### src/rtl/mips_multicycle.sv
// Multicycle MIPS-subset core: FETCH/DECODE/EXEC/MEM/WB/HALT sharing one
// request/ready memory port for both instruction fetch and load/store.
module mips_multicycle #(
  parameter int unsigned ADDR_W   = 32,
  parameter logic [31:0] RESET_PC = 32'h0000_0000,
  parameter int unsigned TIMEOUT  = 0
) (
  input  logic              clk,
  input  logic              rst,
  output logic              mem_req,
  output logic              mem_we,
  output logic [ADDR_W-1:0] mem_addr,
  output logic [31:0]       mem_wdata,
  input  logic [31:0]       mem_rdata,
  input  logic              mem_ready,
  output logic              retire,
  output logic              halt,
  output logic [ADDR_W-1:0] pc_out
);

  localparam logic [5:0] OP_RTYPE = 6'h00;
  localparam logic [5:0] OP_J     = 6'h02;
  localparam logic [5:0] OP_BEQ   = 6'h04;
  localparam logic [5:0] OP_BNE   = 6'h05;
  localparam logic [5:0] OP_ADDI  = 6'h08;
  localparam logic [5:0] OP_LW    = 6'h23;
  localparam logic [5:0] OP_SW    = 6'h2B;

  localparam logic [5:0] FN_ADD = 6'h20;
  localparam logic [5:0] FN_SUB = 6'h22;
  localparam logic [5:0] FN_AND = 6'h24;
  localparam logic [5:0] FN_OR  = 6'h25;
  localparam logic [5:0] FN_SLT = 6'h2A;

  typedef enum logic [2:0] {FETCH, DECODE, EXEC, MEM, WB, HALT} state_t;

  state_t            state, state_n;
  logic [ADDR_W-1:0] pc;
  logic [31:0]       ir, a_q, b_q, imm_q, alu_q, mdr_q, wait_q;
  logic              run_q;
  logic [31:0]       regs [32];

  logic [5:0]  opcode, funct;
  logic [4:0]  rs, rt, rd, dest;
  logic [31:0] imm_sext, alu_b, alu_res, wb_data, br_off, pc_ext, j_full;
  logic        is_sw, legal, br_taken, timeout_hit;

  assign opcode   = ir[31:26];
  assign rs       = ir[25:21];
  assign rt       = ir[20:16];
  assign rd       = ir[15:11];
  assign funct    = ir[5:0];
  assign imm_sext = {{16{ir[15]}}, ir[15:0]};
  assign is_sw    = (opcode == OP_SW);
  assign dest     = (opcode == OP_RTYPE) ? rd : rt;
  assign wb_data  = (opcode == OP_LW) ? mdr_q : alu_q;
  assign br_off   = {imm_q[29:0], 2'b00};
  assign pc_ext   = 32'(pc);
  assign j_full   = (pc_ext & 32'hF000_0000) | {4'h0, ir[25:0], 2'b00};
  assign br_taken = (opcode == OP_BEQ) ? (a_q == b_q) : (a_q != b_q);
  // wait_q counts cycles already spent waiting; this is the last allowed one
  assign timeout_hit = (TIMEOUT != 0) && (wait_q == TIMEOUT - 1);

  assign halt   = (state == HALT);
  assign pc_out = pc;

  // Opcode/funct legality check used in DECODE
  always_comb begin
    legal = 1'b0;
    case (opcode)
      OP_RTYPE: legal = funct inside {FN_ADD, FN_SUB, FN_AND, FN_OR, FN_SLT};
      OP_J, OP_BEQ, OP_BNE, OP_ADDI, OP_LW, OP_SW: legal = 1'b1;
      default:  legal = 1'b0;
    endcase
  end

  // ALU: R-type ops on rs/rt, everything else adds rs + sign-extended imm
  always_comb begin
    alu_b   = (opcode == OP_RTYPE) ? b_q : imm_q;
    alu_res = a_q + alu_b;
    if (opcode == OP_RTYPE) begin
      case (funct)
        FN_SUB:  alu_res = a_q - alu_b;
        FN_AND:  alu_res = a_q & alu_b;
        FN_OR:   alu_res = a_q | alu_b;
        FN_SLT:  alu_res = {31'h0, $signed(a_q) < $signed(alu_b)};
        default: alu_res = a_q + alu_b;
      endcase
    end
  end

  // Next state and memory-port/retire outputs, decoded from the current state.
  // Fetch requests are gated by run_q so the port stays idle during reset and
  // for the first cycle after release.
  always_comb begin
    state_n   = state;
    mem_req   = 1'b0;
    mem_we    = 1'b0;
    mem_addr  = '0;
    mem_wdata = '0;
    retire    = 1'b0;
    case (state)
      FETCH: begin
        if (run_q) begin
          mem_req  = 1'b1;
          mem_addr = pc;
          if (mem_ready)        state_n = DECODE;
          else if (timeout_hit) state_n = HALT;
        end
      end
      DECODE: state_n = legal ? EXEC : HALT;
      EXEC: begin
        case (opcode)
          OP_LW, OP_SW: state_n = (alu_res[1:0] != 2'b00) ? HALT : MEM;
          OP_BEQ, OP_BNE, OP_J: begin
            state_n = FETCH;
            retire  = 1'b1;
          end
          default: state_n = WB;
        endcase
      end
      MEM: begin
        mem_req   = 1'b1;
        mem_we    = is_sw;
        mem_addr  = alu_q[ADDR_W-1:0];
        mem_wdata = is_sw ? b_q : '0;
        if (mem_ready) begin
          state_n = is_sw ? FETCH : WB;
          retire  = is_sw;
        end else if (timeout_hit) begin
          state_n = HALT;
        end
      end
      WB: begin
        state_n = FETCH;
        retire  = 1'b1;
      end
      HALT:    state_n = HALT;
      default: state_n = HALT;
    endcase
  end

  // State register, run enable and memory wait counter
  always_ff @(posedge clk or negedge rst) begin
    if (!rst) begin
      state  <= FETCH;
      run_q  <= 1'b0;
      wait_q <= '0;
    end else begin
      state  <= state_n;
      run_q  <= 1'b1;
      wait_q <= (mem_req && !mem_ready) ? wait_q + 32'd1 : '0;
    end
  end

  // Datapath registers: PC, IR, operand latches, ALU result, load data
  always_ff @(posedge clk or negedge rst) begin
    if (!rst) begin
      pc    <= RESET_PC[ADDR_W-1:0];
      ir    <= '0;
      a_q   <= '0;
      b_q   <= '0;
      imm_q <= '0;
      alu_q <= '0;
      mdr_q <= '0;
    end else begin
      case (state)
        FETCH: begin
          if (mem_req && mem_ready) begin
            ir <= mem_rdata;
            pc <= pc + ADDR_W'(4);
          end
        end
        DECODE: begin
          a_q   <= regs[rs];
          b_q   <= regs[rt];
          imm_q <= imm_sext;
        end
        EXEC: begin
          alu_q <= alu_res;
          if (opcode == OP_J)
            pc <= j_full[ADDR_W-1:0];
          else if ((opcode == OP_BEQ || opcode == OP_BNE) && br_taken)
            pc <= pc + br_off[ADDR_W-1:0];
        end
        MEM: begin
          if (mem_ready && !is_sw) mdr_q <= mem_rdata;
        end
        default: ;
      endcase
    end
  end

  // Register file; $0 is never written so it always reads zero
  always_ff @(posedge clk or negedge rst) begin
    if (!rst) begin
      for (int unsigned i = 0; i < 32; i++) regs[i] <= '0;
    end else if (state == WB && dest != 5'd0) begin
      regs[dest] <= wb_data;
    end
  end

endmodule

### config.mk
export PLATFORM = sky130hd
export DESIGN_NAME = mips_multicycle
export DESIGN_NICKNAME = d
export VERILOG_FILES = /design/src/rtl/mips_multicycle.sv
export SDC_FILE = /design/constraint.sdc
export NUM_CORES = 2
export LEC_CHECK = 0
export BUFFER_PORTS_ARGS = -buffer_cell sky130_fd_sc_hd__buf_2
export CORE_ASPECT_RATIO = 1.2
export CORE_MARGIN = 2
export CORE_UTILIZATION = 40
export DETAILED_ROUTE_END_ITERATION = 8
export GPL_ROUTABILITY_DRIVEN = 0
export GPL_TIMING_DRIVEN = 1
export HOLD_SLACK_MARGIN = 0.06
export MAX_ROUTING_LAYER = met4
export SLEW_MARGIN = 20
export SYNTH_ARGS = -nofsm -noshare
export SYNTH_HDL_FRONTEND = slang
export SYNTH_SLANG_ARGS = --single-unit
export TNS_END_PERCENT = 100
### constraint.sdc
create_clock -name clk -period 5.6 [get_ports clk]
set_input_delay 1.12 -clock clk [delete_from_list [all_inputs] [get_ports clk]]
set_output_delay 1.12 -clock clk [all_outputs]
set_load 0.03 [all_outputs]
Yosys cells after proc, flatten, opt, wreduce, memory -nomap -nowiden:

Index checks and enable logic that the tools add are counted.

* memory bits (writable): 0
* memories: 0
* ROM bits: 0
* word-level logic and storage cells: 137
* input port bits: 35
* output and inout port bits: 100
* latch bits: 0
* bits in registers: 1236

* $lt $le $gt $ge: 5
* reductions and logical operators: 20
* divide/modulo/power cells: 0
* add/subtract/negate cells: 4
* $mul: 0
* equality and inequality tests: 23
* muxes and demuxes: 38
* shifts and indexed selects: 0
* bitwise operators: 6

Operators by type and width (number)
* $bwmux 1024: 1
* $mux 32: 14
* $bmux 32 s5: 2
* $demux 32 s5: 1
* $pmux 32 s2: 2
* $pmux 32 s4: 1
* $add 32x32->32: 2
* $eq 6x6->1 const B: 7
* $add 32x3->32 const B: 1
* $and 32x32->32: 1
* $eq 32x32->1: 1
* $lt 32x32->1: 1
* $ne 32x32->1: 1
* $or 32x28->32: 1
* $or 32x32->32: 1
* $sub 32x32->32: 1
* $ge 6x6->1 const B: 3
* $mux 3: 6
* $not 5->6: 3
* $pmux 3 s5: 1
* $eq 6x3->1 const B: 2
* $reduce_bool 5->1: 2
* $ne 2x2->1 const B: 4
* $eq 3x2->1 const B: 2
* other kinds (22): 35

Logic depth before layout (Yosys ltp):

* word-level depth: 9
* mapped depth: 21

Least setup slack after synthesis:

No wires, ideal clock.

* path type: register to register
* from: reg ir[28]
* to: reg alu_q[0]
* path buffers: 4
* library setup time: 121 ps
* clock period less this slack: 5137 ps
* path slack: 463 ps
* arrival: 5016 ps
* stages on the path, launching flop included: 20
* cells stage by stage: dfrtp_1 -> or4_4 -> nor3_4 -> buf_4 -> buf_4 -> clkbuf_1 -> mux2_2 -> inv_1 -> ha_1 -> buf_2 -> or4_1 -> nand2b_1 -> nor4_2 -> a2111o_1 -> a221o_1 -> a21oi_1 -> o21ai_1 -> nand4_1 -> a311o_1 -> a22o_1

* longest elaborated chain between the ends: 5
* elaborated cells on any way between the ends: 9
* classes of those cells: add/sub: 2; order compare: 1; mux: 3; bitwise: 2; reduce/logical: 1

RTL lines
* from (decl): RTL line 39 `logic [31:0] ir, a_q, b_q, imm_q, alu_q, mdr_q, wait_q;`
* from (signal assigned): RTL line 170 `ir <= mem_rdata;`
* $logic_not 6->1 *: RTL line 79, 81
* $mux 32: RTL line 79 `alu_b = (opcode == OP_RTYPE) ? b_q : imm_q;`
* $add 32x32->32 (tied with other cells): RTL line 80, 87
* $pmux 32 s4: RTL line 82 `case (funct)`
* $mux 32 *: RTL line 81 `if (opcode == OP_RTYPE) begin`
* to (signal assigned): RTL line 180 `alu_q <= alu_res;`
* to (decl): RTL line 39

Mark *: on every way between the ends. The rest lies on a longest branch, timed or not.
A chain may end at the register's enable or synchronous reset.

Worst setup path after layout:

* from: reg ir[29]
* to: reg alu_q[30]

* longest elaborated chain between the ends: 5
* elaborated cells on any way between the ends: 8
* classes of those cells: add/sub: 2; mux: 3; bitwise: 2; reduce/logical: 1

RTL lines (RTL line)
* $logic_not 6->1 *: 79, 81
* $mux 32: 79
* $add 32x32->32 (tied with other cells): 80, 87
* $pmux 32 s4: 82
* $mux 32 *: 81

Marked as above.

==> metrics <==
status=completed; Die X=381 µm; TritonRoute pass-1 iters=9; Layout area overhead=10.5%; Async S/R FF share, synth=100%; Routed Antenna Nets=0; commonest non-fill, non-tap cell in the layout=dfrtp_1; CP Data Required Time=6250 ps; Hold Crit Class=input pin to asynchronous set/reset pin; final core utilization=44.4%; vias in the first global route=50500; Synth top area share=45.2%; clk_lat worst skew=between 700 and 800 ps; Post-synth EDFFs=0; dpl cells=8215; worst-case clock buffer depth=3; Max Slew Vio Count=0; Worst slew margin=22.3%; non-filler cells, final=8445; leakage=32.2 nW; fmax=slightly below 200 MHz; Syn Inst Count=6278; R2R Setup Slk=410 ps; measured slew at the worst slew-check pin=1170 ps; vias per cell=6.07; max-cap viol count=0; Routed Wire Length=between 200000 and 250000 µm; layout net count=6238; WP buf/inv=2; TritonCTS buffer count=120; clock net sink count=1234; Slowest cell on crit path=or4_4; final worst path period share=92.6%; cell accounting for the most synthesized area=dfrtp_1; initial DRC count=5603; Critical Path AT=between 5000 and 6000 ps; IO buf count=132; drt drc=0; Post-Syn Area per Cell=~11 µm²; final setup fails=0; row cnt=between 150 and 200; Core Box Area=170000 µm²; H-Tree Depth=3; Top Ports=135; Worst VDD drop=0.000372 V; CP Cell Sequence=or4_4 -> nor3_4 -> buf_12 -> mux2_2 -> inv_1 -> ha_1 -> or4_1 -> nand2b_1 -> nor4_2 -> a2111o_1 -> a211oi_1 -> o21ai_0 -> a21oi_1 -> mux2i_1 -> a2111oi_0 -> nor2_1; ys flop type=dfrtp_1; pwr/cell area=slightly above 600 nW/µm²; R2R cell count=16; slowest stage delay, CP=roughly 580 ps; initial core utilization=40.2%; Tmin final=around 5200 ps; layout cells sized above 1=21.1%; largest net degree at the start of global routing=147; Die H=roughly 460 µm; initial antenna violation count=7; CTS Hold Bufs=0; RSZ-0062 raised after global routing=false; post-synthesis cell type count=87; crit-path max FO=13; kind of cell adding the most delay to the critical path=simple AND/OR/NAND/NOR gates; WL per Instance=about 26 µm; Ys Warns=0; Total Die Area=174000 µm²; Resize count post-CTS=0; clock-pin transition on the worst setup and hold timing paths=60 ps; GR Util All Layers=26.1%; clk_skew=47.4 ps; Setup Total Neg Slack=0 ps; class of the most critical setup path=register to register; Synth Cell Area=68400 µm²; clock root cell=clkbuf_16; via count=about 51000; FF-to-FF End=alu_q[30]; dpl hpwl=approximately 140000 µm; Setup crit end kind=register; synthesized flop and latch total=1234; first-pass GRT wire length=332000 µm; CTS tree=built; grt total ovfl=0; CP Launch Type=register; Seq/Total Area, Yosys=45.2%; Fin. Hold Viols=0; top cells by area, synth=dfrtp_1 45%, mux4_2 21%, a21oi_1 5.6%, nor2_1 4.1%, o21ai_0 4.1%; most frequent cells in the layout=1223 x dfrtp_1, 767 x a21oi_1, 753 x nor2_1; total power=roughly 47 mW; reg2reg start=ir[29]
## timing repair
| action | in CTS | in global routing |
|---|---|---|
| endpoints found under the hold margin | 0 | 0 |
| setup buffers | 0 | 3 |
| setup endpoints to repair | 0 | 2 |
## power breakdown
part / internal [mW] / leakage (nW) / switching [mW] / total, mW
combinational: 9.82 / 13.8 / 11.9 / 21.7
clock: 5.11 / 2.08 / 3.75 / 8.86
sequential: 12.2 / 16.4 / 3.84 / 16.0
## cells in the mapped netlist (18+ instances only)
cell type	instances
a211oi_1	21
a21o_1	39
a21oi_1	767
a22o_1	31
a31oi_1	37
and2_1	42
buf_1	67
buf_2	127
clkbuf_1	404
dfrtp_1	1234
ha_1	127
inv_1	114
mux2_2	62
mux2i_1	109
mux4_2	640
nand2_1	657
nand2b_1	29
nand3_1	33
nor2_1	754
nor2b_1	18
nor3_1	34
nor4_1	19
o211ai_1	24
o21ai_0	555
xnor2_1	24
xor2_1	43
## sequential cells by signal, indices dropped and copies added (netlist names)
name    flops
pc_out     30
mdr_q      32
state       3
imm_q      16
a_q        32
alu_q      32
ir         32
run_q       1
regs     1024
b_q        32
## layout make-up
class,count,area (µm²)
sequential,1234,30900
multi-input combinational,4320,34900
tap,2268,2840
clock inverter,50,738
inverter,114,428
fill,15600,94600
timing repair buffer,283,2180
antenna,5,12.5
clock buffer,171,3560
## metrics by stage
| stage | cell area (µm²) | hold WS, ps | setup slack, ps |
|---|---|---|---|
| 2_1_floorplan | 68400 | 441 | 463 |
| 3_3_place_gp | 71200 | 377 | 343 |
| 3_5_place_dp | 71200 | 384 | 277 |
| 4_1_cts | 75500 | 383 | 225 |
| 5_1_grt | 75500 | 412 | 210 |
| 6_report | 75500 | 370 | 414 |
## kinds of logic after synthesis
group	Yosys count	share of synthesized area, %
other	2	0.0110
DFF	1234	45.2
xor gates and xnor gates	67	0.858
and+or+nand+nor	1682	10.3
muxes	811	23.7
buffers and inverters	725	4.30
adders and majority gates	130	2.41
AOI/OAI and AO/OA	1627	13.2
## metal layers
metal,track usage (%),share of wire [%],vias to the layer above
li1,-,-,22300
met1,34.5,40,26200
met2,40.4,47,2353
met3,3.55,8.0,481
met4,11.1,4.4,0
met5,-,0,-
## worst max-delay path by stage
stage / from / endpoint / depth (start not counted)
final: ir[29] / alu_q[30] / 16
after global routing: ir[28] / alu_q[30] / 16
after CTS: ir[28] / alu_q[30] / 15
after detailed placement: ir[28] / alu_q[30] / 15
after global placement: ir[28] / alu_q[26] / 17
after floorplan: ir[28] / alu_q[0] / 19
No activity file was read; power rests on OpenSTA's default activity.
